File: config.mk
export PLATFORM = sky130hd
export DESIGN_NAME = fifo_sync_param_flat
export DESIGN_NICKNAME = d
export VERILOG_FILES = /design/src/rtl/fifo_pkg.sv /design/src/rtl/fifo_if.sv /design/src/rtl/fifo_mem.sv /design/src/rtl/fifo_sync_param.sv /design/src/flat_wrapper.sv
export SDC_FILE = /design/constraint.sdc
export NUM_CORES = 1
export LEC_CHECK = 0
export ABC_AREA = 1
export BUFFER_PORTS_ARGS = -buffer_cell sky130_fd_sc_hd__clkbuf_2
export CAP_MARGIN = 20
export CORE_ASPECT_RATIO = 1.2
export CORE_MARGIN = 3
export CORE_UTILIZATION = 35
export CTS_BUF_LIST = sky130_fd_sc_hd__clkbuf_8
export DETAILED_ROUTE_END_ITERATION = 6
export PLACE_DENSITY_LB_ADDON = 0.12
export SETUP_SLACK_MARGIN = 0.3
export SLEW_MARGIN = 40
export SYNTH_ARGS = -nofsm -noshare
export SYNTH_HDL_FRONTEND = slang
export SYNTH_SLANG_ARGS = --single-unit
File: constraint.sdc
create_clock -name clock -period 2.2 [get_ports clock]
set_clock_uncertainty 0.1 [all_clocks]
set_input_delay 0.22 -clock clock [delete_from_list [all_inputs] [get_ports clock]]
set_output_delay 0.22 -clock clock [all_outputs]
set_load 0.02 [all_outputs]
File: src/rtl/fifo_pkg.sv
// Shared mode type, sizing helpers and elaboration-time parameter checks
// for the parametrised synchronous FIFO.
`ifndef FIFO_PKG_SV
`define FIFO_PKG_SV

// Expands to a generate block that raises an elaboration error when cond is false.
`define FIFO_STATIC_ASSERT(label, cond) \
    if (!(cond)) begin : label \
        $error("fifo_sync_param: illegal parameter combination"); \
    end

package fifo_pkg;

    typedef enum logic {
        STD  = 1'b0,
        FWFT = 1'b1
    } fifo_mode_e;

    // Occupancy needs one bit more than the pointers so that DEPTH itself fits.
    function automatic int count_width(input int depth);
        return $clog2(depth) + 1;
    endfunction

    function automatic bit is_pow2(input int value);
        return (value >= 2) && ((value & (value - 1)) == 0);
    endfunction

endpackage

`endif

File: src/rtl/fifo_if.sv
// Producer/consumer port bundle of the FIFO; the bench clock travels with it.
interface fifo_if #(
    parameter int WIDTH = 8,
    parameter int DEPTH = 16
) (
    input logic clock
);
    import fifo_pkg::*;

    localparam int CW = count_width(DEPTH);

    // wr/rd are requests, not handshakes: a request is accepted in the cycle it
    // is high only if full (for wr) / empty (for rd) is low in that same cycle;
    // a rejected request is dropped and reported one cycle later on
    // overflow/underflow. The requester never waits for an acknowledge.
    logic             wr;
    logic             rd;
    logic [WIDTH-1:0] data_in;
    logic [WIDTH-1:0] data_out;
    logic             empty;
    logic             full;
    logic             almost_full;
    logic             almost_empty;
    logic [CW-1:0]    count;
    logic             overflow;
    logic             underflow;

    modport master (
        input  clock,
        output wr, rd, data_in,
        input  data_out, empty, full, almost_full, almost_empty, count,
        input  overflow, underflow
    );

    modport slave (
        input  wr, rd, data_in,
        output data_out, empty, full, almost_full, almost_empty, count,
        output overflow, underflow
    );

endinterface

File: src/rtl/fifo_mem.sv
// Storage array of the FIFO: one synchronous write port, one asynchronous read port.
module fifo_mem #(
    parameter int WIDTH = 8,
    parameter int DEPTH = 16,
    parameter int AW    = $clog2(DEPTH)
) (
    input  logic             i_clock,
    input  logic             i_we,
    input  logic [AW-1:0]    i_waddr,
    input  logic [WIDTH-1:0] i_wdata,
    input  logic [AW-1:0]    i_raddr,
    output logic [WIDTH-1:0] o_rdata
);

    // Contents are deliberately not reset; the pointers define what is valid.
    logic [WIDTH-1:0] r_mem [DEPTH];

    always_ff @(posedge i_clock) begin
        if (i_we) begin
            r_mem[i_waddr] <= i_wdata;
        end
    end

    assign o_rdata = r_mem[i_raddr];

endmodule

File: src/rtl/fifo_sync_param.sv
// Parametrised single-clock FIFO with thresholds, occupancy count, error
// pulses and a selectable registered or first-word-fall-through read port.
module fifo_sync_param #(
    parameter int WIDTH    = 8,
    parameter int DEPTH    = 16,
    parameter int AF_LEVEL = DEPTH - 2,
    parameter int AE_LEVEL = 2,
    parameter int FWFT     = 0
) (
    input logic   clock,
    input logic   rst,
    fifo_if.slave bus
);
    import fifo_pkg::*;

    localparam int AW = $clog2(DEPTH);
    localparam int CW = count_width(DEPTH);
    localparam fifo_mode_e MODE = (FWFT != 0) ? fifo_pkg::FWFT : fifo_pkg::STD;

    localparam logic [CW-1:0] L_DEPTH = CW'(DEPTH);
    localparam logic [CW-1:0] L_AF    = CW'(AF_LEVEL);
    localparam logic [CW-1:0] L_AE    = CW'(AE_LEVEL);
    localparam logic [CW-1:0] L_ONE   = CW'(1);
    localparam logic [AW-1:0] L_PINC  = AW'(1);

    `FIFO_STATIC_ASSERT(g_chk_width, WIDTH >= 1)
    `FIFO_STATIC_ASSERT(g_chk_depth, is_pow2(DEPTH))
    `FIFO_STATIC_ASSERT(g_chk_af, (AF_LEVEL >= 1) && (AF_LEVEL <= DEPTH))
    `FIFO_STATIC_ASSERT(g_chk_ae, (AE_LEVEL >= 0) && (AE_LEVEL <= DEPTH - 1))
    `FIFO_STATIC_ASSERT(g_chk_mode, (FWFT == 0) || (FWFT == 1))

    logic [AW-1:0]    r_wr_ptr;
    logic [AW-1:0]    r_rd_ptr;
    logic [CW-1:0]    r_count;
    logic             r_empty;
    logic             r_full;
    logic             r_almost_full;
    logic             r_almost_empty;
    logic             r_overflow;
    logic             r_underflow;
    logic [WIDTH-1:0] r_data_out;

    logic             w_wr_acc;
    logic             w_rd_acc;
    logic             w_wr_rej;
    logic             w_rd_rej;
    logic             w_mem_we;
    logic [CW-1:0]    w_count_nxt;
    logic [WIDTH-1:0] w_mem_rdata;

    // Acceptance uses the registered flags, so a simultaneous read never frees
    // a slot for a write in the same cycle (no write-through when full).
    always_comb begin
        w_wr_acc    = bus.wr && !r_full;
        w_rd_acc    = bus.rd && !r_empty;
        w_wr_rej    = bus.wr && r_full;
        w_rd_rej    = bus.rd && r_empty;
        w_count_nxt = r_count;
        if (w_wr_acc && !w_rd_acc) begin
            w_count_nxt = r_count + L_ONE;
        end else if (!w_wr_acc && w_rd_acc) begin
            w_count_nxt = r_count - L_ONE;
        end
    end

    assign w_mem_we = w_wr_acc && !rst;

    fifo_mem #(
        .WIDTH (WIDTH),
        .DEPTH (DEPTH),
        .AW    (AW)
    ) u_mem (
        .i_clock (clock),
        .i_we    (w_mem_we),
        .i_waddr (r_wr_ptr),
        .i_wdata (bus.data_in),
        .i_raddr (r_rd_ptr),
        .o_rdata (w_mem_rdata)
    );

    // Flags are computed from the next-state count so they never lag count.
    always_ff @(posedge clock) begin
        if (rst) begin
            r_wr_ptr       <= '0;
            r_rd_ptr       <= '0;
            r_count        <= '0;
            r_empty        <= 1'b1;
            r_full         <= 1'b0;
            r_almost_full  <= 1'b0;
            r_almost_empty <= 1'b1;
            r_overflow     <= 1'b0;
            r_underflow    <= 1'b0;
            r_data_out     <= '0;
        end else begin
            if (w_wr_acc) begin
                r_wr_ptr <= r_wr_ptr + L_PINC;
            end
            if (w_rd_acc) begin
                r_rd_ptr   <= r_rd_ptr + L_PINC;
                r_data_out <= w_mem_rdata;
            end
            r_count        <= w_count_nxt;
            r_empty        <= (w_count_nxt == '0);
            r_full         <= (w_count_nxt == L_DEPTH);
            r_almost_full  <= (w_count_nxt >= L_AF);
            r_almost_empty <= (w_count_nxt <= L_AE);
            r_overflow     <= w_wr_rej;
            r_underflow    <= w_rd_rej;
        end
    end

    // In FWFT mode the head word is shown directly; it is forced to zero while
    // empty so the port never exposes stale memory contents.
    assign bus.data_out     = (MODE == fifo_pkg::FWFT) ? (r_empty ? '0 : w_mem_rdata)
                                                       : r_data_out;
    assign bus.empty        = r_empty;
    assign bus.full         = r_full;
    assign bus.almost_full  = r_almost_full;
    assign bus.almost_empty = r_almost_empty;
    assign bus.count        = r_count;
    assign bus.overflow     = r_overflow;
    assign bus.underflow    = r_underflow;

endmodule

File: src/flat_wrapper.sv
// flat-port wrapper written by rule: the top's interface ports become plain ports
module fifo_sync_param_flat import fifo_pkg::*;
#(
    parameter int WIDTH    = 8,
    parameter int DEPTH    = 16,
    parameter int AF_LEVEL = DEPTH - 2,
    parameter int AE_LEVEL = 2,
    parameter int FWFT     = 0
)
  (clock, rst, bus_wr, bus_rd, bus_data_in, bus_data_out, bus_empty, bus_full, bus_almost_full, bus_almost_empty, bus_count, bus_overflow, bus_underflow);
  fifo_if #(.WIDTH(WIDTH), .DEPTH(DEPTH)) bus_i (.clock(clock));
  input logic clock;
  input logic rst;
  input wire logic [$bits(bus_i.wr)-1:0] bus_wr;
  input wire logic [$bits(bus_i.rd)-1:0] bus_rd;
  input wire logic [$bits(bus_i.data_in)-1:0] bus_data_in;
  output wire logic [$bits(bus_i.data_out)-1:0] bus_data_out;
  output wire logic [$bits(bus_i.empty)-1:0] bus_empty;
  output wire logic [$bits(bus_i.full)-1:0] bus_full;
  output wire logic [$bits(bus_i.almost_full)-1:0] bus_almost_full;
  output wire logic [$bits(bus_i.almost_empty)-1:0] bus_almost_empty;
  output wire logic [$bits(bus_i.count)-1:0] bus_count;
  output wire logic [$bits(bus_i.overflow)-1:0] bus_overflow;
  output wire logic [$bits(bus_i.underflow)-1:0] bus_underflow;
  assign bus_i.wr = bus_wr;
  assign bus_i.rd = bus_rd;
  assign bus_i.data_in = bus_data_in;
  assign bus_data_out = bus_i.data_out;
  assign bus_empty = bus_i.empty;
  assign bus_full = bus_i.full;
  assign bus_almost_full = bus_i.almost_full;
  assign bus_almost_empty = bus_i.almost_empty;
  assign bus_count = bus_i.count;
  assign bus_overflow = bus_i.overflow;
  assign bus_underflow = bus_i.underflow;
  fifo_sync_param #(.WIDTH(WIDTH), .DEPTH(DEPTH), .AF_LEVEL(AF_LEVEL), .AE_LEVEL(AE_LEVEL), .FWFT(FWFT)) u_core (.clock(clock), .rst(rst), .bus(bus_i));
endmodule
==> results of run 1 <==
worst max path at each step:
stage                                    end
floorplan           u_core.u_mem.r_mem[0][0]
global placement      u_core.bus.data_out[7]
detailed placement    u_core.bus.data_out[2]
CTS                   u_core.bus.data_out[7]
global route          u_core.bus.data_out[6]
finish              u_core.u_mem.r_mem[8][0]
layer usage:
layer | GRT usage | share of wire | vias to the layer above
met5 | 0 | 0 | -
met4 | 0.0446 | 0.0093 | 0
met3 | 0.0357 | 0.042 | 10
met2 | 0.249 | 0.49 | 109
met1 | 0.227 | 0.46 | 2145
li1 | - | - | 2196
layout make-up:
| type | count | area (µm²) | area share |
|---|---|---|---|
| Clock buffer | 17 | 234 | 0.0317 |
| Clock inverter | 15 | 174 | 0.0236 |
| Inverter | 30 | 115 | 0.0156 |
| Multi-Input combinational cell | 402 | 1800 | 0.243 |
| Sequential cell | 155 | 4390 | 0.595 |
| Tap cell | 220 | 275 | 0.0373 |
| Timing Repair Buffer | 57 | 395 | 0.0536 |
kinds of logic (layout without fill, tap and decap cells):
kind of cell             after synthesis  in the layout  synth area share
AND/OR/NAND/NOR                      365            365             0.239
flip-flops                           155            155             0.677
buffers and inverters                 62            119            0.0460
AO/OA/AOI/OAI                         28             28            0.0216
adder cells (fa/ha/maj)                7              7            0.0135
XOR/XNOR                               2              2           0.00270
registers in the layout, indices dropped and copies added, names as in the netlist:
register                 cells
u_core.r_wr_ptr              4
u_core.bus.data_out          8
u_core.bus.count             5
u_core.bus.underflow         1
u_core.u_mem.r_mem         128
u_core.r_rd_ptr              4
u_core.bus.empty             1
u_core.bus.almost_empty      1
u_core.bus.full              1
u_core.bus.almost_full       1
u_core.bus.overflow          1
worst max-delay path, cell delays in order:
cell,delay (ns)
dlygate4sd3_1,0.54
clkbuf_2,0.13
inv_2,0.05
nor2_4,0.26
nand2_1,0.21
nor2_1,0.14
buf_4,0.21
stage by stage:
step | hold slack, ns | instances | area, µm² | power, mW
after global routing | 0.0416 | 896 | 7370 | 7.05
after floorplan | 0.219 | 619 | 6480 | 4.21
final | 0.0534 | 896 | 7370 | 6.69
after detailed placement | 0.377 | 862 | 6940 | 4.57
after CTS | 0.0257 | 896 | 7370 | 6.77
after global placement | 0.366 | 862 | 6940 | 4.56
layout by cell type (no fill, tap or decap), drive strengths merged:
cell type,n
nand2,195
edfxtp,128
nand3,121
clkbuf,47
nor2,44
inv,35
dfxtp,27
buf,25
a21oi,17
o21ai,11
ha,7
clkinv,4
nor3,3
clkinvlp,3
bufinv,3
xor2,2
dlygate4sd3,2
and3,1
nand4,1
repair_timing:
item | CTS | global route
setup endpoints to repair | 0 | 1
hold buffers | 2 | 0
resized for setup | 0 | 2
hold endpoints to repair | 4 | 0
where the power goes:
group,internal (mW),switching [mW],leakage (nW)
Combinational,0.359,0.782,1.28
Clock,1.12,1.07,0.206
Sequential,3.28,0.0823,1.38
==> impl_metrics.ini, run 1 <==
[synthesis]
synth_nets = 638
yosysSeqAreaShare = 0.677
yosysMostFrequentCell = nand2_1
yosys.area.top_type = edfxtp_1
synth_edf_count = 128
yosys_warnings = 0
synth_top_area_share = 0.593
synth_flop_cell = edfxtp_1
avgSynthCellArea_um2 = 10.5
synth_seq_cells = 155
postSynthCellCount = 619
synth.distinct_cells = 24
synthTopCellsByCount = nand2_1 (192), edfxtp_1 (128), nand3_1 (121), nor2_1 (41), dfxtp_1 (27)
synth.cell_area_um2 = 6480
synth.area.top_cells = edfxtp_1 (59%), nand2_1 (11%), nand3_1 (9.3%)
async_flop_share = 0

[clocking]
cts_tree = done
htreeDepth = 4
clk_latency_ns = 0.44
postCtsSetupBuffers = 0
cts_sinks = 155
cts_root_buf = clkbuf_8
path_clk_slew_ns = 0.08
numCtsBuffers = 17
cts_buffer_depth = 2

[global_routing]
grt_pass1_vias = 4111
grt_max_degree = 67
gr-total-overflow = 0
track_usage = 0.160
grt_pass1_wl_um = 24000
antenna_found_initial = 0

[final_layout]
syn2layout_area_growth_pct = 13.8
drive_above_1_share = 0.142
fin_nets = 682
num-fill-cells = 1710
post-route-util = 0.413
num_antenna_cells = 0

[worst_setup_path]
cp-startpoint = bus_wr
worst_r2r_path_depth = 7
r2r-start = u_core.r_rd_ptr[2]
start_kind = input pin
r2r_slack_ns = 0.54
crit_arrival_ns = 1.77
r2r_end = u_core.bus.data_out[0]
crit_path_max_fanout = 13
cp.required_ns = 2.25
endpoint_kind = register
critPathKind = input pin to register

[floorplan]
coreArea_um2 = 17800
pin_count = 31
rows = 53
dieArea_um2 = 20200
start_util = 0.363
die_w_um = 130
die_h_um = 155

[sta]
hold_viol = 0
fin_crit_ns = 1.71
layout_setup_ws_ns = 0.485
fmax_ghz = 0.583
slew_headroom = 0.522
post-route-period-util = 0.780
setup_tns_ns = 0
finalSetupViolations = 0
drv_slew = 0
rsz0062_at_grt = no
worstMarginPinSlew_ns = 0.716

[detailed_routing]
viasPerCell = 4.98
vias = 4460
avgRoutedWirePerCell_um = 17.3
first_pass_iters = 5
drc_errors = 0
final_antenna_net_count = 0
wirelength_um = 15500
drt-initial-drc-count = 285

[power_and_ir_drop]
ir_worst_vdd_v = 0.000399
p_per_area_nw_per_um2 = 907
p_leak_nw = 2.86

[placed_design]
pre_cts_ws_ns = 0.515
io_buffers = 30
gp_congestion = 0.778
dp_hpwl_um = 9670

[min_path]
min_path_type = input pin to register
hold_start = rst
hold_depth = 4
min_to = u_core.r_rd_ptr[2]

[status]
status = finished, final reports clean

[run]
cap_viol_max_count = 0
(Power assumes the default switching activity.)
==> inputs of run 2 (changes only) <==
==> constraint.sdc (replaced) <==
create_clock -name clock -period 1.6 [get_ports clock]
set_clock_uncertainty 0.1 [all_clocks]
set_input_delay 0.16 -clock clock [delete_from_list [all_inputs] [get_ports clock]]
set_output_delay 0.16 -clock clock [all_outputs]
set_load 0.02 [all_outputs]
==> run 2 against run 1 <==
Utilization grew 7.6 points. Critical path type is now register to register. Largest power group unchanged. Critical endpoint is now u_core.u_mem.r_mem[0][2]. The run now ends with negative hold slack left. Sequential power increased by 39%. Non-clock buffer count grew 31.
==> impl_metrics.ini, run 2 (synthesis results as in run 1) <==
[worst_setup_path]
worst_r2r_path_depth = 6
critPathKind = register to register
endpoint_kind = register
critical_path.most_common_cell = buf_12
r2r_slack_ns = 0.06
path_cells = nor2_4, buf_12, buf_12, nand2_8, nor2_4, buf_12
max_stage_delay_ns = 0.36
cp.required_ns = 1.66
slowest_stage = dfxtp_4
crit_arrival_ns = 1.60
crit_path_max_fanout = 8
start_kind = register

[clocking]
cts_buffer_depth = 2
cts_tree = done
htreeDepth = 4
numCtsBuffers = 17
ctsHoldBuffers = 2
cts_sinks = 155
clk_latency_ns = 0.45
path_clk_slew_ns = 0.08
cts_root_buf = clkbuf_8

[global_routing]
grt_pass1_vias = 4750
track_usage = 0.188
grt_pass1_wl_um = 28000
grt_max_degree = 34
antenna_found_initial = 0
gr-total-overflow = 0

[final_layout]
post-route-util = 0.490
fin_nets = 713
largest_register_ffs = 128
num_antenna_cells = 0
layout_common_cells = nand2_1 (162), edfxtp_1 (128), nand3_1 (86)
syn2layout_area_growth_pct = 34.8
fin_cells = 927
regMostFlops = u_core.u_mem.r_mem
drive_above_1_share = 0.349
layout_commonest_cell = nand2_1
fin_area_um2 = 8730

[sta]
holdWs_ns = -0.0274
fin_crit_ns = 1.54
setup_tns_ns = 0
finalSetupViolations = 0
layout_setup_ws_ns = 0.0629
post-route-period-util = 0.961
rsz0062_at_grt = yes
worstMarginPinSlew_ns = 0.493
hold_viol = 2
drv_slew = 0
slew_headroom = 0.671
fmax_ghz = 0.651

[power_and_ir_drop]
p_leak_nw = 3.26
p_seq_frac = 0.458
ir_worst_vdd_v = 0.000669
switching_share = 0.300
pwr-share-clk = 0.297
p_per_area_nw_per_um2 = 1170
finalPower_mw = 10.2
pwr-share-comb = 0.245
p_int_mw = 7.14
p_switching_mw = 3.06

[placed_design]
postPlaceCellArea_um2 = 7300
pre_cts_ws_ns = 0.0531
io_buffers = 30
dp_hpwl_um = 10900
gp_congestion = 0.766
dp.cells = 860

[floorplan]
pin_count = 31
dieArea_um2 = 20200
start_util = 0.363
die_h_um = 155
die_w_um = 130
rows = 53
coreArea_um2 = 17800

[detailed_routing]
vias = 4700
drt-initial-drc-count = 354
viasPerCell = 5.07
final_antenna_net_count = 0
wirelength_um = 18400
drc_errors = 0
avgRoutedWirePerCell_um = 19.8
first_pass_iters = 5

[status]
violations = negative hold slack
status = finished, violations left

[min_path]
hold_depth = 3
min_path_type = input pin to register

[run]
cap_viol_max_count = 0
==> run 2: critical path, delay by kind of cell (launching register included) <==
| kind | cells | cell delay [ns] |
|---|---|---|
| buf+inv | 3 | 0.44 |
| simple gates | 3 | 0.34 |
| flops | 1 | 0.36 |
==> run 2: power by group through the flow <==
stage / registers [mW] / clock network (mW) / logic, mW
3_5_place_dp: 4.73 / 0 / 1.82
3_3_place_gp: 4.73 / 0 / 1.81
2_1_floorplan: 4.82 / 0 / 1.13
5_1_grt: 4.69 / 3.31 / 2.73
6_report: 4.67 / 3.03 / 2.50
4_1_cts: 4.67 / 3.10 / 2.19
==> run 2: per-layer routing <==
metal,wire [µm],vias to the layer above,track usage
met2,9500,107,0.318
li1,-,2261,-
met5,0,-,0
met4,299,0,0.0530
met1,7850,2308,0.243
met3,702,24,0.0412
==> run 2: final timing paths <==
check	endpoint	startpoint
max	u_core.u_mem.r_mem[0][2]	u_core.bus.full
max reg2reg	u_core.u_mem.r_mem[0][2]	u_core.bus.full
min	u_core.r_wr_ptr[0]	bus_wr
min reg2reg	u_core.bus.underflow	u_core.bus.empty
==> run 2: cell type report <==
cell class              instances  area [µm²]
fillers                      1571        9100
flip-flops and latches        155        4420
multi-input cells             402        2440
repair buffers                 88        1070
well taps                     220         275
inverters                      30         125
clock inverters                14         158
clock buffers                  18         248
==> run 2: timing repair <==
item                       CTS  global route
setup endpoints to repair  151           160
pin swaps                   32            32
hold endpoints to repair     4             2
cloned                       5             2
gates resized for setup     81            68
setup buffers               14            12
